`config.mk`:
```
export PLATFORM = sky130hd
export DESIGN_NAME = demux_scan_seq
export DESIGN_NICKNAME = d
export VERILOG_FILES = /design/src/rtl/demux_pkg.sv /design/src/rtl/demux_hold_timer.sv /design/src/rtl/demux_scan_seq.sv
export SDC_FILE = /design/constraint.sdc
export NUM_CORES = 1
export LEC_CHECK = 0
export CORE_MARGIN = 4
export CORE_UTILIZATION = 44
export CTS_CLUSTER_DIAMETER = 100
export CTS_CLUSTER_SIZE = 8
export DETAILED_ROUTE_END_ITERATION = 6
export PLACE_DENSITY = 0.71
export REMOVE_ABC_BUFFERS = 1
export SYNTH_ARGS = -nofsm -noshare
export SYNTH_HDL_FRONTEND = slang
export SYNTH_SLANG_ARGS = --single-unit
export TNS_END_PERCENT = 1
```
`constraint.sdc`:
```
create_clock -name clk -period 3.8 [get_ports clk]
set_input_delay 0.38 -clock clk [delete_from_list [all_inputs] [get_ports clk]]
set_output_delay 0.38 -clock clk [all_outputs]
set_load 0.005 [all_outputs]
```
`src/rtl/demux_pkg.sv`:
```
// -----------------------------------------------------------------------------
// demux_pkg
// Shared constants and types for the demux scan sequencer.
//   DEMUX_N_CH          : number of demux channels (power of 2)
//   DEMUX_SEL_W         : select width, log2(DEMUX_N_CH)
//   DEMUX_HOLD_DEFAULT  : default number of cycles each channel is held
//   scan_state_t        : sequencer state encoding (GAP is only reached when
//                         the design is built with DEMUX_SCAN_GAP_EN)
// -----------------------------------------------------------------------------
package demux_pkg;

  localparam int DEMUX_N_CH         = 8;
  localparam int DEMUX_SEL_W        = 3;
  localparam int DEMUX_HOLD_DEFAULT = 2;

  typedef enum logic [1:0] {
    IDLE  = 2'd0,
    DRIVE = 2'd1,
    GAP   = 2'd2,
    DONE  = 2'd3
  } scan_state_t;

endpackage : demux_pkg

```
`src/rtl/demux_hold_timer.sv`:
```
// -----------------------------------------------------------------------------
// demux_hold_timer
// Counts 0..HOLD_CYCLES-1 while enabled and wraps to 0 on terminal count.
//   clk, rst_n : clock, asynchronous active-low reset
//   clr        : synchronous clear to 0 (wins over en)
//   en         : advance the count this cycle
//   tc         : terminal-count pulse, high in the enabled cycle where the
//                count equals HOLD_CYCLES-1
// -----------------------------------------------------------------------------
module demux_hold_timer #(
  parameter int HOLD_CYCLES = 2
) (
  input  logic clk,
  input  logic rst_n,
  input  logic clr,
  input  logic en,
  output logic tc
);

  localparam int CNT_W = (HOLD_CYCLES > 1) ? $clog2(HOLD_CYCLES) : 1;
  localparam logic [CNT_W-1:0] LAST = CNT_W'(HOLD_CYCLES - 1);

  logic [CNT_W-1:0] cnt_q;
  logic [CNT_W-1:0] cnt_d;

  assign tc = en && (cnt_q == LAST);

  always_comb begin
    cnt_d = cnt_q;
    if (clr) begin
      cnt_d = '0;
    end else if (en) begin
      cnt_d = tc ? '0 : cnt_q + 1'b1;
    end
  end

  // NOTE: state registers use non-blocking (<=) so every flop samples the
  // pre-edge values of its neighbours; blocking here would create ordering races.
  always_ff @(posedge clk or negedge rst_n) begin
    if (!rst_n) begin
      cnt_q <= '0;
    end else begin
      cnt_q <= cnt_d;
    end
  end

endmodule : demux_hold_timer

```
`src/rtl/demux_scan_seq.sv`:
```
// -----------------------------------------------------------------------------
// demux_scan_seq
// Upstream sequencer for a 1-to-N_CH demultiplexer. Accepts a frame over a
// valid/ready handshake, then presents channels 0..N_CH-1 in order, holding
// each for HOLD_CYCLES cycles, and pulses done once the last hold ends.
//
// Ports:
//   clk, rst_n   : clock (rising edge), asynchronous active-low reset
//   frame_valid  : upstream frame offered
//   frame_data   : frame, bit k goes to channel k
//   frame_ready  : frame can be accepted this cycle (IDLE or DONE)
//   demux_i      : data bit for the demux input
//   demux_s      : demux channel select
//   demux_en     : demux_i/demux_s carry a valid channel value
//   busy         : scan in progress
//   done         : one-cycle pulse after the last channel's hold
//
// Build option: DEMUX_SCAN_GAP_EN inserts one GAP cycle (demux_en=0, select
// already on the next channel) after every channel hold except the last.
//
// All outputs are registered; their next values are decoded from the next
// state, so an accept on one edge shows channel 0 right after that edge.
// -----------------------------------------------------------------------------
module demux_scan_seq
  import demux_pkg::*;
#(
  parameter int N_CH        = DEMUX_N_CH,
  parameter int SEL_W       = DEMUX_SEL_W,
  parameter int HOLD_CYCLES = DEMUX_HOLD_DEFAULT
) (
  input  logic             clk,
  input  logic             rst_n,
  input  logic             frame_valid,
  input  logic [N_CH-1:0]  frame_data,
  output logic             frame_ready,
  output logic             demux_i,
  output logic [SEL_W-1:0] demux_s,
  output logic             demux_en,
  output logic             busy,
  output logic             done
);

  localparam logic [SEL_W-1:0] LAST_CH = SEL_W'(N_CH - 1);

  scan_state_t      state_q, state_d;
  logic [SEL_W-1:0] sel_q, sel_d;
  logic [N_CH-1:0]  frame_q, frame_d;
  logic             frame_ready_q, frame_ready_d;
  logic             demux_i_q, demux_i_d;
  logic             demux_en_q, demux_en_d;
  logic             busy_q, busy_d;
  logic             done_q, done_d;

  logic accept;
  logic timer_clr;
  logic timer_en;
  logic hold_tc;

  // frame_ready_q mirrors "state is IDLE or DONE" except in the first cycle
  // after reset release, where it is still 0 and so blocks an accept.
  assign accept = frame_valid && frame_ready_q;

  demux_hold_timer #(
    .HOLD_CYCLES (HOLD_CYCLES)
  ) u_hold_timer (
    .clk   (clk),
    .rst_n (rst_n),
    .clr   (timer_clr),
    .en    (timer_en),
    .tc    (hold_tc)
  );

  // Next-state, select counter and registered-output decode.
  // NOTE: every signal assigned in this block gets a default first, so no
  // path leaves it unassigned and no latch is inferred.
  always_comb begin
    state_d   = state_q;
    sel_d     = sel_q;
    frame_d   = frame_q;
    timer_clr = 1'b0;
    timer_en  = 1'b0;

    unique case (state_q)
      IDLE, DONE: begin
        if (accept) begin
          frame_d   = frame_data;
          sel_d     = '0;
          timer_clr = 1'b1;
          state_d   = DRIVE;
        end else begin
          sel_d   = '0;
          state_d = IDLE;
        end
      end

      DRIVE: begin
        timer_en = 1'b1;
        if (hold_tc) begin
          if (sel_q == LAST_CH) begin
            // Select stays on the last channel through DONE.
            state_d = DONE;
          end else begin
            sel_d = sel_q + 1'b1;
`ifdef DEMUX_SCAN_GAP_EN
            state_d = GAP;
`endif
          end
        end
      end

`ifdef DEMUX_SCAN_GAP_EN
      GAP: begin
        // Timer already wrapped to 0 on the previous terminal count.
        state_d = DRIVE;
      end
`endif

      default: begin
        state_d = IDLE;
        sel_d   = '0;
      end
    endcase

    frame_ready_d = (state_d == IDLE) || (state_d == DONE);
    demux_en_d    = (state_d == DRIVE);
    demux_i_d     = (state_d == DRIVE) ? frame_d[sel_d] : 1'b0;
    done_d        = (state_d == DONE);
`ifdef DEMUX_SCAN_GAP_EN
    busy_d        = (state_d == DRIVE) || (state_d == GAP);
`else
    busy_d        = (state_d == DRIVE);
`endif
  end

  // NOTE: the frame register is reset along with the control state so an
  // abandoned scan leaves no stale data behind.
  always_ff @(posedge clk or negedge rst_n) begin
    if (!rst_n) begin
      state_q       <= IDLE;
      sel_q         <= '0;
      frame_q       <= '0;
      frame_ready_q <= 1'b0;
      demux_i_q     <= 1'b0;
      demux_en_q    <= 1'b0;
      busy_q        <= 1'b0;
      done_q        <= 1'b0;
    end else begin
      state_q       <= state_d;
      sel_q         <= sel_d;
      frame_q       <= frame_d;
      frame_ready_q <= frame_ready_d;
      demux_i_q     <= demux_i_d;
      demux_en_q    <= demux_en_d;
      busy_q        <= busy_d;
      done_q        <= done_d;
    end
  end

  assign frame_ready = frame_ready_q;
  assign demux_i     = demux_i_q;
  assign demux_s     = sel_q;
  assign demux_en    = demux_en_q;
  assign busy        = busy_q;
  assign done        = done_q;

endmodule : demux_scan_seq

```
==> metrics.yaml <==
run_status:
  outcome: "complete, no violations"
clocking:
  post-cts-setup-buffers: 0
  cts_max_level: 1
  clock_latency_ps: 280
  clk_path_buf_depth: 2
  cts_tree: "yes"
  cts.root.buffer_cell: "clkbuf_4"
  cts_buffers: 3
  clk_pin_slew_worst_paths_ps: 90
  hold_buffers: 0
  cts.sinks: 18
  postCtsResizedCells: 0
sta:
  holdWs_ps: 507
  hold_viol: 0
  worstMarginPinSlew_ps: 774
  grt_setup_unrepaired: "no"
  setup_viol: 0
  max_clock_freq_mhz: 459
  finClkSkew_ps: 2.39
  fin_crit_ps: 2180
  fin_setup_tns_ps: 0
  fin_crit_sh_pct: 57.3
  slew_violations: 0
  slew_headroom_pct: 48.2
setup_path:
  cp_cell_sequence: "ha_1, and3_1, mux4_1, nand3_1, a41oi_2"
  rr_worst_depth: 5
  criticalPathCategory: "reg2reg"
  max_stage_delay_ps: 620
  critPathLaunchType: "flop"
  critPathTopFamily: "simple AND/OR/NAND/NOR gates"
  crit_arrival_ps: 2340
  cp_max_fo: 14
  path_depth: 5
  r2r_slack_ps: 1620
  rr_endpoint: "demux_i"
  path_buf_inv: 0
  cp.required_ps: 3960
  r2r-start: "state_q[1]"
  slowest_stage: "mux4_1"
  endpoint_kind: "flop"
routing:
  detail-route-antenna-nets: 0
  wl_um: 1370
  vias: 527
  via_per_inst: 4.88
  drtIter0Drc: 5
  drtPass1Iterations: 4
  drcViolationCount: 0
  wl_per_cell_um: 12.7
grt:
  track_usage_pct: 11.8
  antenna_found_initial: 0
  grt_pass1_wl_um: 2410
  grt_overflow: 0
  grt_pass1_vias: 563
  grt_start_max_net_pins: 19
layout:
  final_nets: 101
  drive_gt1_share_pct: 18.1
  final_area_um2: 1100
  diodes: 0
  final_cell_mix: "dfrtp_1, clkdlybuf4s50_1, inv_1, mux2_2, ha_1"
  syn2layout_area_growth_pct: 23.7
floorplan:
  core_um2: 1820
  row_count: 15
  die_w_um: 52.9
  dieHeight_um: 52.9
  start_util_pct: 48.8
  io_pins: 19
  die-area_um2: 2800
placed_design:
  placed_cell_area_um2: 1080
  routabilityCongestion: 0.717
  hpwlAfterDp_um: 1090
  port_buffers: 18
worst_hold_path:
  holdPathStages: 1
  min_to: "frame_q[6]"
  hold_start: "frame_q[6]"
  hp-class: "reg2reg"
synth:
  synth_area_leaders: "dfrtp_1, mux2_2, mux4_1, ha_1, inv_1"
  synth-seq-cells: 18
  yosysTopAreaCellShare_pct: 50.7
  yosysWarningCount: 0
  synth_cell_types: 23
  syn_inst: 65
  yosysTopAreaCell: "dfrtp_1"
  yosysSeqAreaShare_pct: 50.7
  syn-mean-instance-area_um2: 13.7
  synth_area_um2: 888
power_and_ir_drop:
  leakagePower_nw: 0.517
  fin_total_pwr_mw: 0.747
  powerDensity_nw_per_um2: 680
  worst_ir_drop_vdd_mv: 0.391
flow_run:
  maxCapViolCount: 0
stage by stage:
stage,util (%),instances,setup WS [ps]
2_1_floorplan,-,62,1780
6_report,60.3,108,1620
5_1_grt,60.3,108,1510
3_5_place_dp,59.1,105,1450
4_1_cts,60.3,108,1610
3_3_place_gp,59.1,105,1440
layer usage:
layer | wire length, um | vias to the layer above | track usage, %
met3 | 53 | 2 | 1.69
met1 | 663 | 248 | 15.1
met4 | 17 | 0 | 5.11
li1 | - | 266 | -
met5 | 0 | - | 0
met2 | 637 | 11 | 19.6
worst max-delay path by stage:
stage	start	end	slack (ps)
6_report	state_q[1]	demux_i	1620
5_1_grt	state_q[1]	demux_i	1510
4_1_cts	state_q[1]	demux_i	1610
3_5_place_dp	frame_valid	demux_i	1450
3_3_place_gp	frame_valid	demux_i	1440
2_1_floorplan	state_q[1]	demux_i	1780
state kept, by name (all words and copies together) (netlist names):
register            count
done                    1
state_q                 2
busy                    1
demux_s                 3
demux_i                 1
frame_q                 8
frame_ready             1
u_hold_timer.cnt_q      1
logic make-up (layout without fill, tap and decap cells):
| family | count (synthesis) | after routing | synth area share (%) |
|---|---|---|---|
| AOI/OAI and AO/OA | 4 | 4 | 4.65 |
| xor gates and xnor gates | 2 | 2 | 1.97 |
| adders and majority gates | 5 | 5 | 7.04 |
| buffers and inverters | 11 | 29 | 6.06 |
| DFF | 18 | 18 | 50.7 |
| muxes | 13 | 13 | 22.7 |
| and+or+nand+nor | 12 | 12 | 6.90 |
synth_stat cells:
master	count
a21o_1	1
buf_4	1
xnor2_1	1
mux4_1	3
nor2_1	3
nand3_1	4
buf_6	1
nand2_2	1
mux2i_1	1
inv_1	8
nand2_1	1
ha_1	5
a41oi_2	1
a21boi_2	1
buf_2	1
mux4_2	1
dfrtp_1	18
nor3b_1	1
and3_1	1
mux2_2	8
nand2b_1	1
a31oi_1	1
xor2_1	1
final cells by class:
cell class	instances	area, um^2
Fill cell	154	722
Sequential cell	18	450
Multi-Input combinational cell	36	384
Timing Repair Buffer	18	180
Tap cell	25	31.3
Inverter	8	30.0
Clock buffer	3	22.5
power by group:
part	switching [mW]	internal, mW	total, mW
Sequential	0.0423	0.272	0.315
Clock	0.0524	0.0367	0.0891
Combinational	0.141	0.201	0.343
Total	0.236	0.511	0.747
(Power assumes the default switching activity.)
